$ cat config.mk
export PLATFORM = sky130hd
export DESIGN_NAME = axil_timer_irq
export DESIGN_NICKNAME = d
export VERILOG_FILES = /design/src/rtl/axil_timer_pkg.sv /design/src/rtl/axil_timer_irq_slave_if.sv /design/src/rtl/axil_timer_irq.sv
export SDC_FILE = /design/constraint.sdc
export NUM_CORES = 1
export LEC_CHECK = 0
export CORE_ASPECT_RATIO = 1.2
export CORE_MARGIN = 5
export CORE_UTILIZATION = 40
export CTS_CLUSTER_DIAMETER = 30
export DETAILED_ROUTE_END_ITERATION = 8
export REMOVE_ABC_BUFFERS = 1
export SYNTH_ARGS = -nofsm -noshare
export SYNTH_HDL_FRONTEND = slang
export SYNTH_SLANG_ARGS = --single-unit
$ cat constraint.sdc
create_clock -name clk -period 13.29 [get_ports clk]
set_input_delay 1.329 -clock clk [delete_from_list [all_inputs] [get_ports clk]]
set_output_delay 1.329 -clock clk [all_outputs]
set_load 0.005 [all_outputs]
$ cat src/rtl/axil_timer_pkg.sv
// Shared constants for the AXI-Lite timer: register offsets, CTRL bit indices,
// response codes and a byte-strobe merge helper.
package axil_timer_pkg;

  localparam logic [7:0] REG_CTRL     = 8'h00;
  localparam logic [7:0] REG_STATUS   = 8'h04;
  localparam logic [7:0] REG_LOAD     = 8'h08;
  localparam logic [7:0] REG_COUNT    = 8'h0C;
  localparam logic [7:0] REG_PRESCALE = 8'h10;
  localparam logic [7:0] REG_CYCLE_LO = 8'h14;
  localparam logic [7:0] REG_CYCLE_HI = 8'h18;

  localparam int unsigned CTRL_EN          = 0;
  localparam int unsigned CTRL_AUTO_RELOAD = 1;
  localparam int unsigned CTRL_IRQ_EN      = 2;

  localparam logic [1:0] RESP_OKAY   = 2'b00;
  localparam logic [1:0] RESP_SLVERR = 2'b10;

  function automatic logic [31:0] apply_strb(input logic [31:0] old_val,
                                             input logic [31:0] wdata,
                                             input logic [3:0]  strb);
    logic [31:0] res;
    res = old_val;
    for (int unsigned i = 0; i < 4; i++) begin
      if (strb[i]) res[8*i +: 8] = wdata[8*i +: 8];
    end
    return res;
  endfunction

endpackage

$ cat src/rtl/axil_timer_irq_slave_if.sv
// Generic AXI-Lite slave front end: captures AW/W independently, performs one
// register write per transaction, and returns registered read data.
module axil_slave_if
  import axil_timer_pkg::*;
#(
  parameter int ADDR_WIDTH = 32,
  parameter int DATA_WIDTH = 32,
  parameter int STRB_WIDTH = DATA_WIDTH/8
) (
  input  logic                  clk_i,
  input  logic                  rst_i,
  input  logic [ADDR_WIDTH-1:0] awaddr_i,
  input  logic                  awvalid_i,
  output logic                  awready_o,
  input  logic [DATA_WIDTH-1:0] wdata_i,
  input  logic [STRB_WIDTH-1:0] wstrb_i,
  input  logic                  wvalid_i,
  output logic                  wready_o,
  output logic [1:0]            bresp_o,
  output logic                  bvalid_o,
  input  logic                  bready_i,
  input  logic [ADDR_WIDTH-1:0] araddr_i,
  input  logic                  arvalid_i,
  output logic                  arready_o,
  output logic [DATA_WIDTH-1:0] rdata_o,
  output logic [1:0]            rresp_o,
  output logic                  rvalid_o,
  input  logic                  rready_i,
  output logic                  reg_wr_en_o,
  output logic [ADDR_WIDTH-1:0] reg_wr_addr_o,
  output logic [DATA_WIDTH-1:0] reg_wr_data_o,
  output logic [STRB_WIDTH-1:0] reg_wr_strb_o,
  input  logic                  reg_wr_err_i,
  output logic                  reg_rd_en_o,
  output logic [ADDR_WIDTH-1:0] reg_rd_addr_o,
  input  logic [DATA_WIDTH-1:0] reg_rd_data_i,
  input  logic                  reg_rd_err_i
);

  logic                  live_q;
  logic                  aw_held_q, w_held_q;
  logic [ADDR_WIDTH-1:0] awaddr_q;
  logic [DATA_WIDTH-1:0] wdata_q;
  logic [STRB_WIDTH-1:0] wstrb_q;
  logic                  bvalid_q, rvalid_q;
  logic [1:0]            bresp_q, rresp_q;
  logic [DATA_WIDTH-1:0] rdata_q;

  // live_q keeps every ready low while reset is asserted and for the first edge after
  assign awready_o = live_q && !aw_held_q && !bvalid_q;
  assign wready_o  = live_q && !w_held_q && !bvalid_q;
  assign arready_o = live_q && !rvalid_q;

  assign bvalid_o = bvalid_q;
  assign bresp_o  = bresp_q;
  assign rvalid_o = rvalid_q;
  assign rresp_o  = rresp_q;
  assign rdata_o  = rdata_q;

  assign reg_wr_en_o   = aw_held_q && w_held_q && !bvalid_q;
  assign reg_wr_addr_o = awaddr_q;
  assign reg_wr_data_o = wdata_q;
  assign reg_wr_strb_o = wstrb_q;

  assign reg_rd_en_o   = arvalid_i && arready_o;
  assign reg_rd_addr_o = araddr_i;

  always_ff @(posedge clk_i or posedge rst_i) begin
    if (rst_i) begin
      live_q    <= 1'b0;
      aw_held_q <= 1'b0;
      w_held_q  <= 1'b0;
      awaddr_q  <= '0;
      wdata_q   <= '0;
      wstrb_q   <= '0;
      bvalid_q  <= 1'b0;
      bresp_q   <= RESP_OKAY;
      rvalid_q  <= 1'b0;
      rresp_q   <= RESP_OKAY;
      rdata_q   <= '0;
    end else begin
      live_q <= 1'b1;
      if (awvalid_i && awready_o) begin
        aw_held_q <= 1'b1;
        awaddr_q  <= awaddr_i;
      end
      if (wvalid_i && wready_o) begin
        w_held_q <= 1'b1;
        wdata_q  <= wdata_i;
        wstrb_q  <= wstrb_i;
      end
      if (reg_wr_en_o) begin
        bvalid_q <= 1'b1;
        bresp_q  <= reg_wr_err_i ? RESP_SLVERR : RESP_OKAY;
      end
      if (bvalid_q && bready_i) begin
        bvalid_q  <= 1'b0;
        aw_held_q <= 1'b0;
        w_held_q  <= 1'b0;
      end
      if (reg_rd_en_o) begin
        rvalid_q <= 1'b1;
        rdata_q  <= reg_rd_data_i;
        rresp_q  <= reg_rd_err_i ? RESP_SLVERR : RESP_OKAY;
      end else if (rvalid_q && rready_i) begin
        rvalid_q <= 1'b0;
      end
    end
  end

endmodule

$ cat src/rtl/axil_timer_irq.sv
// AXI-Lite timer: prescaled 32-bit down-counter with reload/one-shot, 64-bit
// free-running cycle counter with HI snapshot, and a registered level irq.
module axil_timer_irq
  import axil_timer_pkg::*;
#(
  parameter int ADDR_WIDTH     = 32,
  parameter int DATA_WIDTH     = 32,
  parameter int STRB_WIDTH     = DATA_WIDTH/8,
  parameter int PRESCALE_WIDTH = 16
) (
  input  logic                  clk,
  input  logic                  rst,
  input  logic [ADDR_WIDTH-1:0] s_axil_awaddr,
  input  logic [2:0]            s_axil_awprot,
  input  logic                  s_axil_awvalid,
  output logic                  s_axil_awready,
  input  logic [DATA_WIDTH-1:0] s_axil_wdata,
  input  logic [STRB_WIDTH-1:0] s_axil_wstrb,
  input  logic                  s_axil_wvalid,
  output logic                  s_axil_wready,
  output logic [1:0]            s_axil_bresp,
  output logic                  s_axil_bvalid,
  input  logic                  s_axil_bready,
  input  logic [ADDR_WIDTH-1:0] s_axil_araddr,
  input  logic [2:0]            s_axil_arprot,
  input  logic                  s_axil_arvalid,
  output logic                  s_axil_arready,
  output logic [DATA_WIDTH-1:0] s_axil_rdata,
  output logic [1:0]            s_axil_rresp,
  output logic                  s_axil_rvalid,
  input  logic                  s_axil_rready,
  output logic                  irq
);

  logic                  reg_wr_en, reg_wr_err, reg_rd_en, reg_rd_err;
  logic [ADDR_WIDTH-1:0] reg_wr_addr, reg_rd_addr;
  logic [DATA_WIDTH-1:0] reg_wr_data, reg_rd_data;
  logic [STRB_WIDTH-1:0] reg_wr_strb;

  axil_slave_if #(
    .ADDR_WIDTH (ADDR_WIDTH),
    .DATA_WIDTH (DATA_WIDTH),
    .STRB_WIDTH (STRB_WIDTH)
  ) u_if (
    .clk_i         (clk),
    .rst_i         (rst),
    .awaddr_i      (s_axil_awaddr),
    .awvalid_i     (s_axil_awvalid),
    .awready_o     (s_axil_awready),
    .wdata_i       (s_axil_wdata),
    .wstrb_i       (s_axil_wstrb),
    .wvalid_i      (s_axil_wvalid),
    .wready_o      (s_axil_wready),
    .bresp_o       (s_axil_bresp),
    .bvalid_o      (s_axil_bvalid),
    .bready_i      (s_axil_bready),
    .araddr_i      (s_axil_araddr),
    .arvalid_i     (s_axil_arvalid),
    .arready_o     (s_axil_arready),
    .rdata_o       (s_axil_rdata),
    .rresp_o       (s_axil_rresp),
    .rvalid_o      (s_axil_rvalid),
    .rready_i      (s_axil_rready),
    .reg_wr_en_o   (reg_wr_en),
    .reg_wr_addr_o (reg_wr_addr),
    .reg_wr_data_o (reg_wr_data),
    .reg_wr_strb_o (reg_wr_strb),
    .reg_wr_err_i  (reg_wr_err),
    .reg_rd_en_o   (reg_rd_en),
    .reg_rd_addr_o (reg_rd_addr),
    .reg_rd_data_i (reg_rd_data),
    .reg_rd_err_i  (reg_rd_err)
  );

  logic [2:0]                ctrl_q, ctrl_d;
  logic                      pending_q, pending_d;
  logic [31:0]               load_q, load_d, count_q, count_d;
  logic [PRESCALE_WIDTH-1:0] prescale_q, prescale_d, psc_q, psc_d;
  logic [63:0]               cycle_q;
  logic [31:0]               hi_snap_q, hi_snap_d;
  logic                      irq_q;
  logic                      tick, expire;
  logic [7:0]                wr_off, rd_off;
  logic [31:0]               wr_old, wr_val;

  assign wr_off     = {reg_wr_addr[7:2], 2'b00};
  assign rd_off     = {reg_rd_addr[7:2], 2'b00};
  assign reg_wr_err = (wr_off > REG_CYCLE_HI);
  assign irq        = irq_q;

  logic unused_ok;
  assign unused_ok = ^{s_axil_awprot, s_axil_arprot,
                       reg_wr_addr[ADDR_WIDTH-1:8], reg_wr_addr[1:0],
                       reg_rd_addr[ADDR_WIDTH-1:8], reg_rd_addr[1:0]};

  always_comb begin
    case (wr_off)
      REG_CTRL:     wr_old = {29'd0, ctrl_q};
      REG_LOAD:     wr_old = load_q;
      REG_COUNT:    wr_old = count_q;
      REG_PRESCALE: wr_old = 32'(prescale_q);
      default:      wr_old = '0;
    endcase
    wr_val = apply_strb(wr_old, reg_wr_data, reg_wr_strb);
  end

  always_comb begin
    reg_rd_data = '0;
    reg_rd_err  = 1'b0;
    hi_snap_d   = hi_snap_q;
    case (rd_off)
      REG_CTRL:     reg_rd_data = {29'd0, ctrl_q};
      REG_STATUS:   reg_rd_data = {31'd0, pending_q};
      REG_LOAD:     reg_rd_data = load_q;
      REG_COUNT:    reg_rd_data = count_q;
      REG_PRESCALE: reg_rd_data = 32'(prescale_q);
      REG_CYCLE_LO: begin
        reg_rd_data = cycle_q[31:0];
        if (reg_rd_en) hi_snap_d = cycle_q[63:32];
      end
      REG_CYCLE_HI: reg_rd_data = hi_snap_q;
      default:      reg_rd_err  = 1'b1;
    endcase
  end

  // Timer update first, then software writes override it; only pending's
  // set-on-expiry beats a same-cycle W1C.
  always_comb begin
    tick       = ctrl_q[CTRL_EN] && (psc_q == prescale_q);
    expire     = tick && (count_q == '0);
    ctrl_d     = ctrl_q;
    pending_d  = pending_q;
    load_d     = load_q;
    count_d    = count_q;
    prescale_d = prescale_q;
    psc_d      = psc_q;
    if (ctrl_q[CTRL_EN]) psc_d = tick ? '0 : psc_q + PRESCALE_WIDTH'(1);
    if (tick) begin
      if (!expire) begin
        count_d = count_q - 32'd1;
      end else begin
        pending_d = 1'b1;
        if (ctrl_q[CTRL_AUTO_RELOAD]) count_d = load_q;
        else                          ctrl_d[CTRL_EN] = 1'b0;
      end
    end
    if (reg_wr_en) begin
      case (wr_off)
        REG_CTRL: begin
          ctrl_d = wr_val[2:0];
          if (!ctrl_q[CTRL_EN] && wr_val[CTRL_EN]) psc_d = '0;
        end
        REG_STATUS:   if (reg_wr_strb[0] && reg_wr_data[0] && !expire) pending_d = 1'b0;
        REG_LOAD:     load_d     = wr_val;
        REG_COUNT:    count_d    = wr_val;
        REG_PRESCALE: prescale_d = wr_val[PRESCALE_WIDTH-1:0];
        default: ;
      endcase
    end
  end

  always_ff @(posedge clk or posedge rst) begin
    if (rst) begin
      ctrl_q     <= '0;
      pending_q  <= 1'b0;
      load_q     <= '0;
      count_q    <= '0;
      prescale_q <= '0;
      psc_q      <= '0;
      cycle_q    <= '0;
      hi_snap_q  <= '0;
      irq_q      <= 1'b0;
    end else begin
      ctrl_q     <= ctrl_d;
      pending_q  <= pending_d;
      load_q     <= load_d;
      count_q    <= count_d;
      prescale_q <= prescale_d;
      psc_q      <= psc_d;
      cycle_q    <= cycle_q + 64'd1;
      hi_snap_q  <= hi_snap_d;
      irq_q      <= pending_q && ctrl_q[CTRL_IRQ_EN];
    end
  end

endmodule

==> reports/qor.txt <==
Outcome - finished clean
Dominant cells by area after synthesis - dfrtp_1, mux2_2, mux2i_1
Number of max-cap violations - 0
Worst Path Arrival - 4.08 ns
Post-CTS setup repair buffer count - 0
Clk root buf - clkbuf_16
CP Cell Sequence - clkdlybuf4s50_1 -> nand2_1 -> nor3_2 -> buf_4 -> nor2b_2 -> buf_4 -> mux2_2
#FFs+latches synth - 278
Core Area - 35100 um^2
ANT nets after route - 0
Crit path top cell by count - buf_4
Synth Flop Type - dfrtp_1
Worst-Skew Late Latency - 0.59 ns
Post-CTS Hold Buffers - 0
Gr ovfl total - 0
Critical Path End Type - flip-flop
CP max FO - 32
Die W - 182 um
WL per Instance - 20.2 um
H-tree Lvls - 2
RSZ-0062 raised after global routing - no
Setup_tns - 0 ns
Share of layout cells above drive strength 1 - 17.9%
Crit-path max cell delay - 0.86 ns
Setup crit start kind - input pin
Power Density - 197 nW/um^2
Routability cong. - 0.893
YS warnings - 0
Initial antenna violation count - 0
Post-DP HPWL - 27200 um
Max Fclk - 0.276 GHz
# nets final - 1581
Slew @ Worst Pin - 1.13 ns
Compound-cell area share of the yosys netlist - 12.4%
# clock sinks - 278
IO Pins - 155
Mapped cell area - 14300 um^2
Worst Hold Class - reg -> reg
Slew Viols, Final - 0
Pre-CTS WS - 9.13 ns
FILL cells - 3210
R2R Setup Slk - 9.80 ns
Tmin final - 3.63 ns
Leading area contributor after synthesis - dfrtp_1
Number of DRC markers in iteration 0 - 964
Post-Route WL - 39900 um
Avg Cell Area, Syn - 10.3 um^2
CP max stage cell - clkdlybuf4s50_1
TritonCTS clock tree - yes
Layout area overhead - 23.2%
N_diodes - 0
CTS clk-pin slew, worst paths - 0.05 ns
Initial Utilization - 40.7%
Yosys top cell area share - 48.7%
Layout Skew - 0.0250 ns
Post-Synth Adder-Cell Area - 0.263%
Bufs on Longest Clock Path - 3
Number of enable flip-flop cells after synthesis - 0
Cell Rows - 75
Syn Inst Count - 1380
Seq/Total Area, Yosys - 48.7%
Die Area - 39600 um^2
Num CTS Buffers - 56
DR pass1 iterations - 6
Global-route wire length before repair - 63400 um
WP data required - 13.74 ns
Vias in the first global route - 11424
Mux cell area share after synthesis - 14.2%
XOR/XNOR Fraction of Synth Area - 5.71%
Drc violations - 0
Fin. Hold Viols - 0
Slew HR - 24.6%
Worst path top cell family by delay - buffers and inverters
I/O Buffers - 94
WP buf/inv - 3
Total GRT Usage - 20.0%
DR vias - 11233
Fraction of registers with async set/reset - 100%
Final setup vio count - 0
Number of distinct library cells after synthesis - 73
Worst setup margin - 9.66 ns
Main combinational cell family by area after synthesis - simple AND/OR/NAND/NOR gates
Leak - 7.53 nW
Simple logic cell fraction of the synthesized area - 15.5%
Die Ht - 217 um
Largest net degree at the start of global routing - 81
Via-to-Cell Ratio - 5.69
VDD IR-drop max - 0.107 mV
Fin crit share - 27.3%
Post-CTS sizing - 0
Crit Path Class - in -> reg
Final core utilization - 50.1%
[through the flow]
stage	hold slack [ns]	cells	power (mW)	cell area (um^2)
2_1_floorplan	0.440	1294	1.73	13900
3_3_place_gp	0.460	1869	2.03	15600
3_5_place_dp	0.470	1869	2.05	15600
4_1_cts	0.481	1973	3.48	17600
5_1_grt	0.491	1973	3.64	17600
6_report	0.480	1973	3.47	17600
[path summary, 6_finish.rpt]
path | start | cells after the start | end
max | s_axil_araddr[4] | 7 | hi_snap_q[8]$_DFFE_PP0P_
min | u_if.rdata_o[30]$_DFFE_PP0P_ | 2 | u_if.rdata_o[30]$_DFFE_PP0P_
max reg2reg | count_q[0]$_DFF_PP0_ | 9 | count_q[22]$_DFF_PP0_
min reg2reg | u_if.rdata_o[30]$_DFFE_PP0P_ | 2 | u_if.rdata_o[30]$_DFFE_PP0P_
max in group asynchronous | rst | 3 | u_if.reg_wr_addr_o[2]$_DFFE_PP0P_
min in group asynchronous | rst | 2 | u_if.rdata_o[7]$_DFFE_PP0P_
[kinds of logic (layout without fill, tap and decap cells)]
logic type | count (synthesis) | after routing
adders and majority gates | 3 | 3
DFF | 278 | 278
and+or+nand+nor | 438 | 438
muxes | 185 | 185
buffers and inverters | 113 | 243
AOI/OAI and AO/OA | 268 | 268
xor gates and xnor gates | 93 | 93
other | 2 | 3
[per-layer routing]
metal	routed length, um	global-route usage, %	vias up	part of all wire [%]
met4	1260	7.21	0	3.2
met5	0	0	-	0
li1	-	-	5221	-
met1	17300	26.2	5621	43
met2	19400	33.5	303	49
met3	1910	3.24	88	4.8
[power by group]
| part | switching [mW] | internal (mW) | total (mW) | leakage, nW |
|---|---|---|---|---|
| logic | 0.456 | 0.366 | 0.822 | 2.87 |
| registers | 0.224 | 1.01 | 1.23 | 3.74 |
| clock network | 0.473 | 0.938 | 1.41 | 0.922 |
| total | 1.15 | 2.31 | 3.47 | 7.53 |
[cell usage in the layout, fill, tap and decap left out, types with 10 or more instances in the layout]
cell type        instances
a31oi_1                 16
nand4_1                 25
nor3_1                  37
mux2_2                 123
clkinvlp_4              10
buf_4                   19
nor4_1                  16
and3_1                  16
xor2_1                  31
inv_1                   25
a222oi_1                16
clkbuf_16               56
clkdlybuf4s50_1         93
xnor2_1                 62
or3_1                   11
o31ai_1                 10
a221oi_1                14
nor2_1                  67
a21oi_1                 40
clkbuf_8                12
mux2i_1                 59
nand3_1                 37
nand2_1                149
dfrtp_1                277
nand2b_1                10
and2_1                  15
o21ai_0                 90
[final cells by class]
type,count,area [um^2],area share [%]
multi-input cells,990,6930,39.4
clock buffers,75,1590,9.06
inverters,26,105,0.598
repair buffers,113,1080,6.13
clock inverters,29,344,1.96
well taps,462,578,3.29
flip-flops and latches,278,6960,39.6
[sequential cells by signal, indices dropped and copies added (netlist names), 3 cells and up]
register and flops:
ctrl_q 3, u_if.reg_wr_addr_o 6, cycle_q 64, count_q 32, prescale_q 16, u_if.rdata_o 32, psc_q 16, load_q 32
u_if.reg_wr_data_o 32, hi_snap_q 32, u_if.reg_wr_strb_o 4
[cells in the mapped netlist (16+ instances only)]
cell and count:
and2_1 16, xnor2_1 62, and3_1 16, nand2_1 150
nand4_1 25, mux2i_1 59, inv_1 26, nor3_1 39
clkbuf_1 68, a31oi_1 16, nor4_1 19, mux2_2 123
dfrtp_1 278, nor2_1 67, nand3_1 37, xor2_1 31
o21ai_0 90, a21oi_1 40, a222oi_1 16
[worst reg2reg max path: stages, from the launching register on]
cell and delay, ns:
dfrtp_1 0.43, inv_1 0.13, ha_1 0.21, nor4b_4 0.43, nand4b_1 0.41, nor4_2 0.79
buf_4 0.34, nand2_1 0.23, a41oi_1 0.30, o22ai_1 0.11
Note: power is estimated with default switching activity, not from simulation.
